[src/rtl/div_unit_if.sv]
// Handshake/data bundle between the execute stage and the divider.
// master drives operands and control; slave returns result, ready and busy.
interface div_unit_if #(
    parameter int DATA_W = 32
);
    logic                start;
    logic                signed_div;
    logic                annul;
    logic [DATA_W-1:0]   dividend;
    logic [DATA_W-1:0]   divisor;
    logic [2*DATA_W-1:0] result;
    logic                ready;
    logic                busy;

    modport master (
        output start, signed_div, annul, dividend, divisor,
        input  result, ready, busy
    );

    modport slave (
        input  start, signed_div, annul, dividend, divisor,
        output result, ready, busy
    );
endinterface

[src/rtl/div_unit.sv]
// Radix-2 restoring divider for MIPS DIV/DIVU; result is {remainder, quotient}, ready DATA_W+1 cycles after start (2 for /0).
// No backpressure: busy stalls the pipeline, start outside IDLE is dropped, annul aborts to IDLE.
module div_unit #(
    parameter int DATA_W = 32
) (
    input  logic      clk,
    input  logic      rst_n,
    div_unit_if.slave div_if
);
    localparam int CNT_W = $clog2(DATA_W);

    typedef enum logic [1:0] {IDLE, DIV_ZERO, DIV_ON, DIV_END} state_t;

    state_t              state_q, state_d;
    logic [CNT_W-1:0]    cnt_q, cnt_d;
    logic [DATA_W-1:0]   rem_q, rem_d;
    logic [DATA_W-1:0]   quot_q, quot_d;
    logic [DATA_W-1:0]   dvs_q, dvs_d;
    logic                neg_quot_q, neg_quot_d;
    logic                neg_rem_q, neg_rem_d;
    logic [2*DATA_W-1:0] result_q, result_d;

    logic                a_neg, b_neg;
    logic [DATA_W-1:0]   a_mag, b_mag;
    logic [DATA_W:0]     shifted, diff;
    logic [DATA_W-1:0]   rem_nxt, quot_nxt;

    // Magnitudes: 0x80000000 negates to itself and is then read as unsigned.
    assign a_neg = div_if.signed_div & div_if.dividend[DATA_W-1];
    assign b_neg = div_if.signed_div & div_if.divisor[DATA_W-1];
    assign a_mag = a_neg ? -div_if.dividend : div_if.dividend;
    assign b_mag = b_neg ? -div_if.divisor  : div_if.divisor;

    // quot_q starts as the dividend magnitude and is shifted out MSB-first into the remainder.
    assign shifted  = {rem_q, quot_q[DATA_W-1]};
    assign diff     = shifted - {1'b0, dvs_q};
    assign rem_nxt  = diff[DATA_W] ? shifted[DATA_W-1:0] : diff[DATA_W-1:0];
    assign quot_nxt = {quot_q[DATA_W-2:0], ~diff[DATA_W]};

    always_comb begin
        state_d    = state_q;
        cnt_d      = cnt_q;
        rem_d      = rem_q;
        quot_d     = quot_q;
        dvs_d      = dvs_q;
        neg_quot_d = neg_quot_q;
        neg_rem_d  = neg_rem_q;
        result_d   = result_q;

        case (state_q)
            IDLE: begin
                if (div_if.start) begin
                    dvs_d      = b_mag;
                    quot_d     = a_mag;
                    rem_d      = '0;
                    cnt_d      = '0;
                    neg_quot_d = a_neg ^ b_neg;
                    neg_rem_d  = a_neg;
                    state_d    = (div_if.divisor == '0) ? DIV_ZERO : DIV_ON;
                end
            end
            DIV_ZERO: begin
                result_d = '0;
                state_d  = DIV_END;
            end
            DIV_ON: begin
                rem_d  = rem_nxt;
                quot_d = quot_nxt;
                cnt_d  = cnt_q + 1'b1;
                if (cnt_q == CNT_W'(DATA_W - 1)) begin
                    result_d = {neg_rem_q  ? -rem_nxt  : rem_nxt,
                                neg_quot_q ? -quot_nxt : quot_nxt};
                    state_d  = DIV_END;
                end
            end
            DIV_END: state_d = IDLE;
            default: state_d = IDLE;
        endcase

        // Flush wins over both a new start and completion.
        if (div_if.annul) begin
            state_d  = IDLE;
            result_d = result_q;
        end
    end

    always_ff @(posedge clk or negedge rst_n) begin
        if (!rst_n) begin
            state_q    <= IDLE;
            cnt_q      <= '0;
            rem_q      <= '0;
            quot_q     <= '0;
            dvs_q      <= '0;
            neg_quot_q <= 1'b0;
            neg_rem_q  <= 1'b0;
            result_q   <= '0;
        end else begin
            state_q    <= state_d;
            cnt_q      <= cnt_d;
            rem_q      <= rem_d;
            quot_q     <= quot_d;
            dvs_q      <= dvs_d;
            neg_quot_q <= neg_quot_d;
            neg_rem_q  <= neg_rem_d;
            result_q   <= result_d;
        end
    end

    assign div_if.result = result_q;
    assign div_if.ready  = (state_q == DIV_END);
    assign div_if.busy   = (state_q == DIV_ZERO) || (state_q == DIV_ON);
endmodule

[src/flat_wrapper.sv]
// flat-port wrapper written by rule: the top's interface ports become plain ports
module div_unit_flat 
#(
    parameter int DATA_W = 32
)
  (clk, rst_n, div_if_start, div_if_signed_div, div_if_annul, div_if_dividend, div_if_divisor, div_if_result, div_if_ready, div_if_busy);
  div_unit_if #(.DATA_W(DATA_W)) div_if_i ();
  input  logic clk;
  input  logic rst_n;
  input wire logic [$bits(div_if_i.start)-1:0] div_if_start;
  input wire logic [$bits(div_if_i.signed_div)-1:0] div_if_signed_div;
  input wire logic [$bits(div_if_i.annul)-1:0] div_if_annul;
  input wire logic [$bits(div_if_i.dividend)-1:0] div_if_dividend;
  input wire logic [$bits(div_if_i.divisor)-1:0] div_if_divisor;
  output wire logic [$bits(div_if_i.result)-1:0] div_if_result;
  output wire logic [$bits(div_if_i.ready)-1:0] div_if_ready;
  output wire logic [$bits(div_if_i.busy)-1:0] div_if_busy;
  assign div_if_i.start = div_if_start;
  assign div_if_i.signed_div = div_if_signed_div;
  assign div_if_i.annul = div_if_annul;
  assign div_if_i.dividend = div_if_dividend;
  assign div_if_i.divisor = div_if_divisor;
  assign div_if_result = div_if_i.result;
  assign div_if_ready = div_if_i.ready;
  assign div_if_busy = div_if_i.busy;
  div_unit #(.DATA_W(DATA_W)) u_core (.clk(clk), .rst_n(rst_n), .div_if(div_if_i));
endmodule
[config.mk]
export PLATFORM = sky130hd
export DESIGN_NAME = div_unit_flat
export DESIGN_NICKNAME = d
export VERILOG_FILES = /design/src/rtl/div_unit_if.sv /design/src/rtl/div_unit.sv /design/src/flat_wrapper.sv
export SDC_FILE = /design/constraint.sdc
export NUM_CORES = 1
export LEC_CHECK = 0
export ABC_AREA = 1
export BUFFER_PORTS_ARGS = -buffer_cell sky130_fd_sc_hd__clkbuf_2
export CORE_UTILIZATION = 23
export CTS_BUF_LIST = sky130_fd_sc_hd__clkbuf_2
export DETAILED_ROUTE_END_ITERATION = 8
export RECOVER_POWER = 50
export SETUP_SLACK_MARGIN = 0.3
export SLEW_MARGIN = 20
export SYNTH_ARGS = -nofsm -noshare
export SYNTH_HDL_FRONTEND = slang
export SYNTH_SLANG_ARGS = --single-unit
[constraint.sdc]
create_clock -name clk -period 7.1 [get_ports clk]
set_input_delay 1.42 -clock clk [delete_from_list [all_inputs] [get_ports clk]]
set_output_delay 1.42 -clock clk [all_outputs]
set_load 0.1 [all_outputs]
======== Word level (Yosys, flattened, before mapping) ========
Index checks and enable logic that the tools add are counted.
word-level totals
  input port bits ......................... 69
  flip-flop bits (word level) ............. 169
cells by class
  add/sub/neg operators ................... 6
  reduce and logical (&&, ||, !) cells .... 9
  equal/unequal tests ..................... 8
  bitwise gates (word level) .............. 5
  muxes and demuxes ....................... 18
operator list
  kind                                                                      number
  32-bit 2-to-1 mux                                                         7
  32-bit negation                                                           4
  32-bit case mux with 2 select lines                                       2
  64-bit case mux with 2 select lines                                       1
  64-bit 2-to-1 mux                                                         1
  33-bit by 32-bit subtractor with 33-bit output                            1
  32-bit zero test                                                          1
  5-bit case mux with 2 select lines                                        1
  2-bit 2-to-1 mux                                                          4
  2-bit case mux with 4 select lines                                        1
  2-bit AND reduction                                                       3
  5-bit by 1-bit adder with 5-bit output (second input constant)            1
  5-bit == test (second input constant)                                     1
  5-bit 2-to-1 mux                                                          1
  2-bit == test (second input constant)                                     2
  2-bit nonzero test                                                        2
  3-bit by 2-bit inequality test with 1-bit output (second input constant)  1
  3-bit inequality test (second input constant)                             1
  3-bit AND reduction                                                       1
  1-bit bitwise AND                                                         2
  2-bit by 1-bit == test with 1-bit output (second input constant)          1
  2-bit zero test                                                           1
  2-bit by 1-bit inequality test with 1-bit output (second input constant)  1
  2-bit inequality test (second input constant)                             1
  other kinds (3)                                                           4

======== Longest topological paths before layout ========
  depth in word-level cells ............... 6
  depth in mapped cells ................... 29

======== Least setup slack after synthesis ========
No wires, ideal clock.
  path kind ............................... register to register
  from .................................... register u_core.quot_q[31]
  to ...................................... register u_core.result_q[26], in the netlist u_core.div_if.result[26]
  path slack .............................. 3,062 ps
  stages on the path, launching flop included .. 29
  arrival time ............................ 3,915 ps
  setup time .............................. 123 ps
  clock period less this slack ............ 4,038 ps
  buffers on the path ..................... 1
  required time ........................... 6,977 ps
  cell sequence ........................... dfrtp_1 -> inv_1 -> ha_1 -> inv_1 -> fa_1 -> nand2_1 -> nand2_1 -> nand3_1 -> nand2_1 -> nand2_1 -> nand2_2 -> nand2_4 -> nand3_2 -> nand2_8 -> buf_2 -> ha_1 -> nand3_1 -> nor3_1 -> nand2_1 -> nor4_1 -> nand2_1 -> nor3_1 -> nand2_1 -> nand2_1 -> o21ai_0 -> a21oi_1 -> a21oi_1 -> o21ai_0 -> nand2_1
between the ends
  word-level cells in the longest chain between the ends .. 6
RTL lines
  element                                         RTL line         RTL
  from (decl)                                     div_unit.sv:17   logic [DATA_W-1:0] quot_q, quot_d;
  from (signal assigned)                          div_unit.sv:101  quot_q <= quot_d;
  33-bit by 32-bit subtractor with 33-bit output  div_unit.sv:36   assign diff = shifted - {1'b0, dvs_q};
  1-bit inverter                                  div_unit.sv:38   assign quot_nxt = {quot_q[DATA_W-2:0], ~diff[DATA_W]};
  32-bit negation                                 div_unit.sv:72   neg_quot_q ? -quot_nxt : quot_nxt};
  32-bit 2-to-1 mux                               div_unit.sv:72
  64-bit 2-to-1 mux                               div_unit.sv:70   if (cnt_q == CNT_W'(DATA_W - 1)) begin
  64-bit case mux with 2 select lines             div_unit.sv:50   case (state_q)
  to (signal assigned)                            div_unit.sv:105  result_q <= result_d;
  to (decl)                                       div_unit.sv:21   logic [2*DATA_W-1:0] result_q, result_d;
Every way passes these cells. The select of a mux whose other input is x is not followed.
A chain may end at the register's enable or synchronous reset.

======== Worst setup path in the final report ========
  from .................................... register u_core.state_q[0]
  to ...................................... register u_core.quot_q[9]
between the ends
  word-level cells in the longest chain between the ends .. 3
  elaborated cells between the ends (all ways) .. 6
RTL lines
  element                                                                RTL line        RTL
  from (decl)                                                            div_unit.sv:14  state_t state_q, state_d;
  from (signal assigned)                                                 div_unit.sv:98  state_q <= state_d;
  2-bit == test or 2-bit zero test (tied branches)                       div_unit.sv:50
  2-bit nonzero test (no line) or 2-bit inequality test (tied branches)  -
  2-bit AND reduction (no line)                                          -
Several ways; a longest one is shown, not always the timed one.

==> key figures <==
Run status
  • Result of the run: complete, but fails checks
  • Failing checks: capacitance limit, slew limit

GRT
  • Largest net degree at the start of global routing: 76
  • Initial antenna violation count: 1
  • Global-route wire length before repair: 66920 um
  • Total GRT Usage: 0.1514
  • Total gr overflow: 0
  • Vias in the first global route: 11.95k

Synthesis
  • Syn_nets: 2023
  • Synth cell types: 57
  • Post-synth EDFFs: 0
  • FFs w/ async S/R, synth: 1.000
  • Share of the synthesized area in the top cell type: 0.3310
  • Synth Instances: 1911
  • Sequential element share of the synthesized area: 0.3310
  • Yosys warning count: 0
  • Top_reg_cell synth: dfrtp_1
  • Seq cells post-synth: 169
  • Post-synthesis cell area: 0.01278 mm^2
  • Area contributors post-synth: dfrtp_1 (33%), nand2_1 (17%), inv_1 (7.3%)
  • Synthesized area per cell: 6.686 um^2
  • Post-synth top area cell: dfrtp_1

STA
  • Max-slew violation count: 258
  • Final min period: 5322 ps
  • Slew HR: -1.252
  • Setup-failing EPs final: 0
  • RSZ-0062 raised after global routing: no
  • Max frequency: 187.9 MHz
  • Final setup TNS: 0 ps
  • Worst slew pin tran: 3378 ps
  • Final hold vios: 0
  • Clock Skew: 69.21 ps
  • Tcrit/Tclk final: 0.7496

CTS
  • Worst-skew pair later-pin latency: 880 ps
  • H-tree depth: 4
  • Clk root buf: clkbuf_2
  • # resized after CTS: 0
  • CTS clk-pin slew, worst paths: 260 ps
  • Total clock sinks: 169
  • Bufs on Longest Clock Path: 2
  • CTS tree: yes
  • Cts bufs inserted: 17
  • Hold_buf cts: 0
  • Setup bufs post-CTS: 0

Setup path
  • CP bufs+invs: 3
  • Max incr delay on CP: 2400 ps
  • Critical path type: flop to flop
  • CP Launch Type: flop
  • Register-to-register setup slack: 1780 ps
  • CP max FO: 75
  • Crit path max-delay cell type: clkbuf_1
  • Worst EP required: 7840 ps
  • Crit-path cells: inv_1 > ha_1 > nand2_2 > clkbuf_1 > o21ai_0 > clkbuf_1 > o221ai_1 > o21ai_0
  • Worst setup EP type: flop
  • Arr. time, crit path: 6060 ps
  • Crit path max-delay family: buffers and inverters

Cells and area
  • Area of the multi-input gates: 0.007320 mm^2
  • # fillers: 6229
  • Nets: 2129
  • Design Area, Final: 0.01449 mm^2
  • Final std cells w/o fill: 2778
  • Share of cells above drive strength 1: 0.1227
  • Syn-to-layout area delta: 13.41%
  • Sequential Area: 0.004229 mm^2

Floorplan
  • Die width: 237.7 um
  • Die height: 237.7 um
  • Core ar.: 0.05499 mm^2
  • IO Pins: 135
  • Starting Density: 0.2324
  • Row count: 86
  • Total die area: 0.05649 mm^2

Place
  • RD Place Congestion: 0.9315
  • Cell count after placement: 2746
  • Placed cell area: 0.01421 mm^2
  • Dpl hpwl: 33640 um
  • IO buf count: 134

Drt
  • Routed Antenna Nets: 0
  • Via count: 12.59k
  • Routed Wire Length: 42500 um
  • Vias per inst: 4.531
  • Per-cell routed wire length: 15.30 um
  • Drc violations: 0
  • Initial drt markers: 927
  • TritonRoute pass-1 iters: 5

Worst hold path
  • Hold WC Path Type: flop to flop

Run
  • Max-capacitance violation count: 4
cells in the mapped netlist (all sizes together) (2+ instances only):
cell type,number
nand3,93
inv,254
buf,15
nand4,28
xnor2,24
o21bai,4
a22oi,2
nand2,631
nor2,162
xor2,40
dfrtp,169
o22ai,29
o21ai,185
a31oi,2
nor3,30
ha,42
o211ai,20
clkbuf,42
o221ai,5
o31ai,5
clkinv,2
o41ai,2
nor4,8
a22o,6
and2,3
a21oi,86
or2,3
nand3b,10
flip-flops by register name, summed over array words and instances (netlist names):
signal and cells:
u_core.neg_rem_q 1, u_core.quot_q 32, u_core.state_q 2, u_core.rem_q 32, u_core.neg_quot_q 1, u_core.div_if.result 64, u_core.cnt_q 5, u_core.dvs_q 32
cells by family after synthesis:
kind of cell | after synthesis | share of synthesized area
xor+xnor | 64 | 0.04387
fa+ha+maj | 43 | 0.04270
flops | 169 | 0.3310
compound gates | 353 | 0.1564
buf+inv | 313 | 0.09627
simple gates | 969 | 0.3297
worst paths after layout:
path,start,to,cells after the start
min in group asynchronous,rst_n,u_core.div_if.result[55]$_DFFE_PN0P_,1
max in group asynchronous,rst_n,u_core.state_q[0]$_DFFE_PN0P_,2
worst max register to register,u_core.state_q[0]$_DFFE_PN0P_,u_core.quot_q[9]$_DFFE_PN0P_,8
worst max-delay path,u_core.state_q[0]$_DFFE_PN0P_,u_core.quot_q[9]$_DFFE_PN0P_,8
worst min-delay path,u_core.div_if.result[53]$_DFFE_PN0P_,u_core.div_if.result[53]$_DFFE_PN0P_,2
worst min register to register,u_core.div_if.result[53]$_DFFE_PN0P_,u_core.div_if.result[53]$_DFFE_PN0P_,2
per-layer routing:
metal | track usage | vias to the layer above | part of all wire
met3 | 0.02021 | 41 | 0.044
met4 | 0.03910 | 0 | 0.020
met1 | 0.2017 | 5790 | 0.46
met5 | 0 | - | 0
li1 | - | 6425 | -
met2 | 0.2561 | 330 | 0.48
metrics by stage:
| stage | utilization | setup slack [ps] | hold WS [ps] |
|---|---|---|---|
| 5_1_grt | 0.2635 | 1257 | 546.0 |
| 4_1_cts | 0.2640 | 2418 | 459.8 |
| 3_3_place_gp | 0.2584 | 2525 | 464.3 |
| 2_1_floorplan | - | 3062 | 448.3 |
| 6_report | 0.2635 | 1778 | 507.8 |
| 3_5_place_dp | 0.2584 | 2440 | 466.8 |
cell type report:
type,count,share of cell area
Antenna cell,1,0.0001727
Clock buffer,19,0.006563
Clock inverter,12,0.01477
Inverter,256,0.06632
Multi-Input combinational cell,1429,0.5052
Sequential cell,169,0.2919
Tap cell,748,0.06459
Timing Repair Buffer,144,0.05052
tightest hold or removal path, cell delays in order (launching register included):
cell and delay (ps):
dfrtp_1 390, nand2_1 60, nand2_1 50
cell usage in the layout (no fill, tap or decap), drive strengths merged, types with 8 or more instances in the layout:
| master | n |
|---|---|
| a21oi | 86 |
| nor2 | 162 |
| nand2 | 631 |
| nand4 | 28 |
| o22ai | 29 |
| xnor2 | 24 |
| dfrtp | 169 |
| ha | 42 |
| nand3 | 93 |
| nor3 | 30 |
| o211ai | 20 |
| xor2 | 40 |
| inv | 258 |
| clkbuf | 157 |
| o21ai | 185 |
| nand3b | 10 |
| nor4 | 8 |
Power is not shown: default switching activity piles up to over one toggle a cycle in this logic, so the estimate is an artifact.
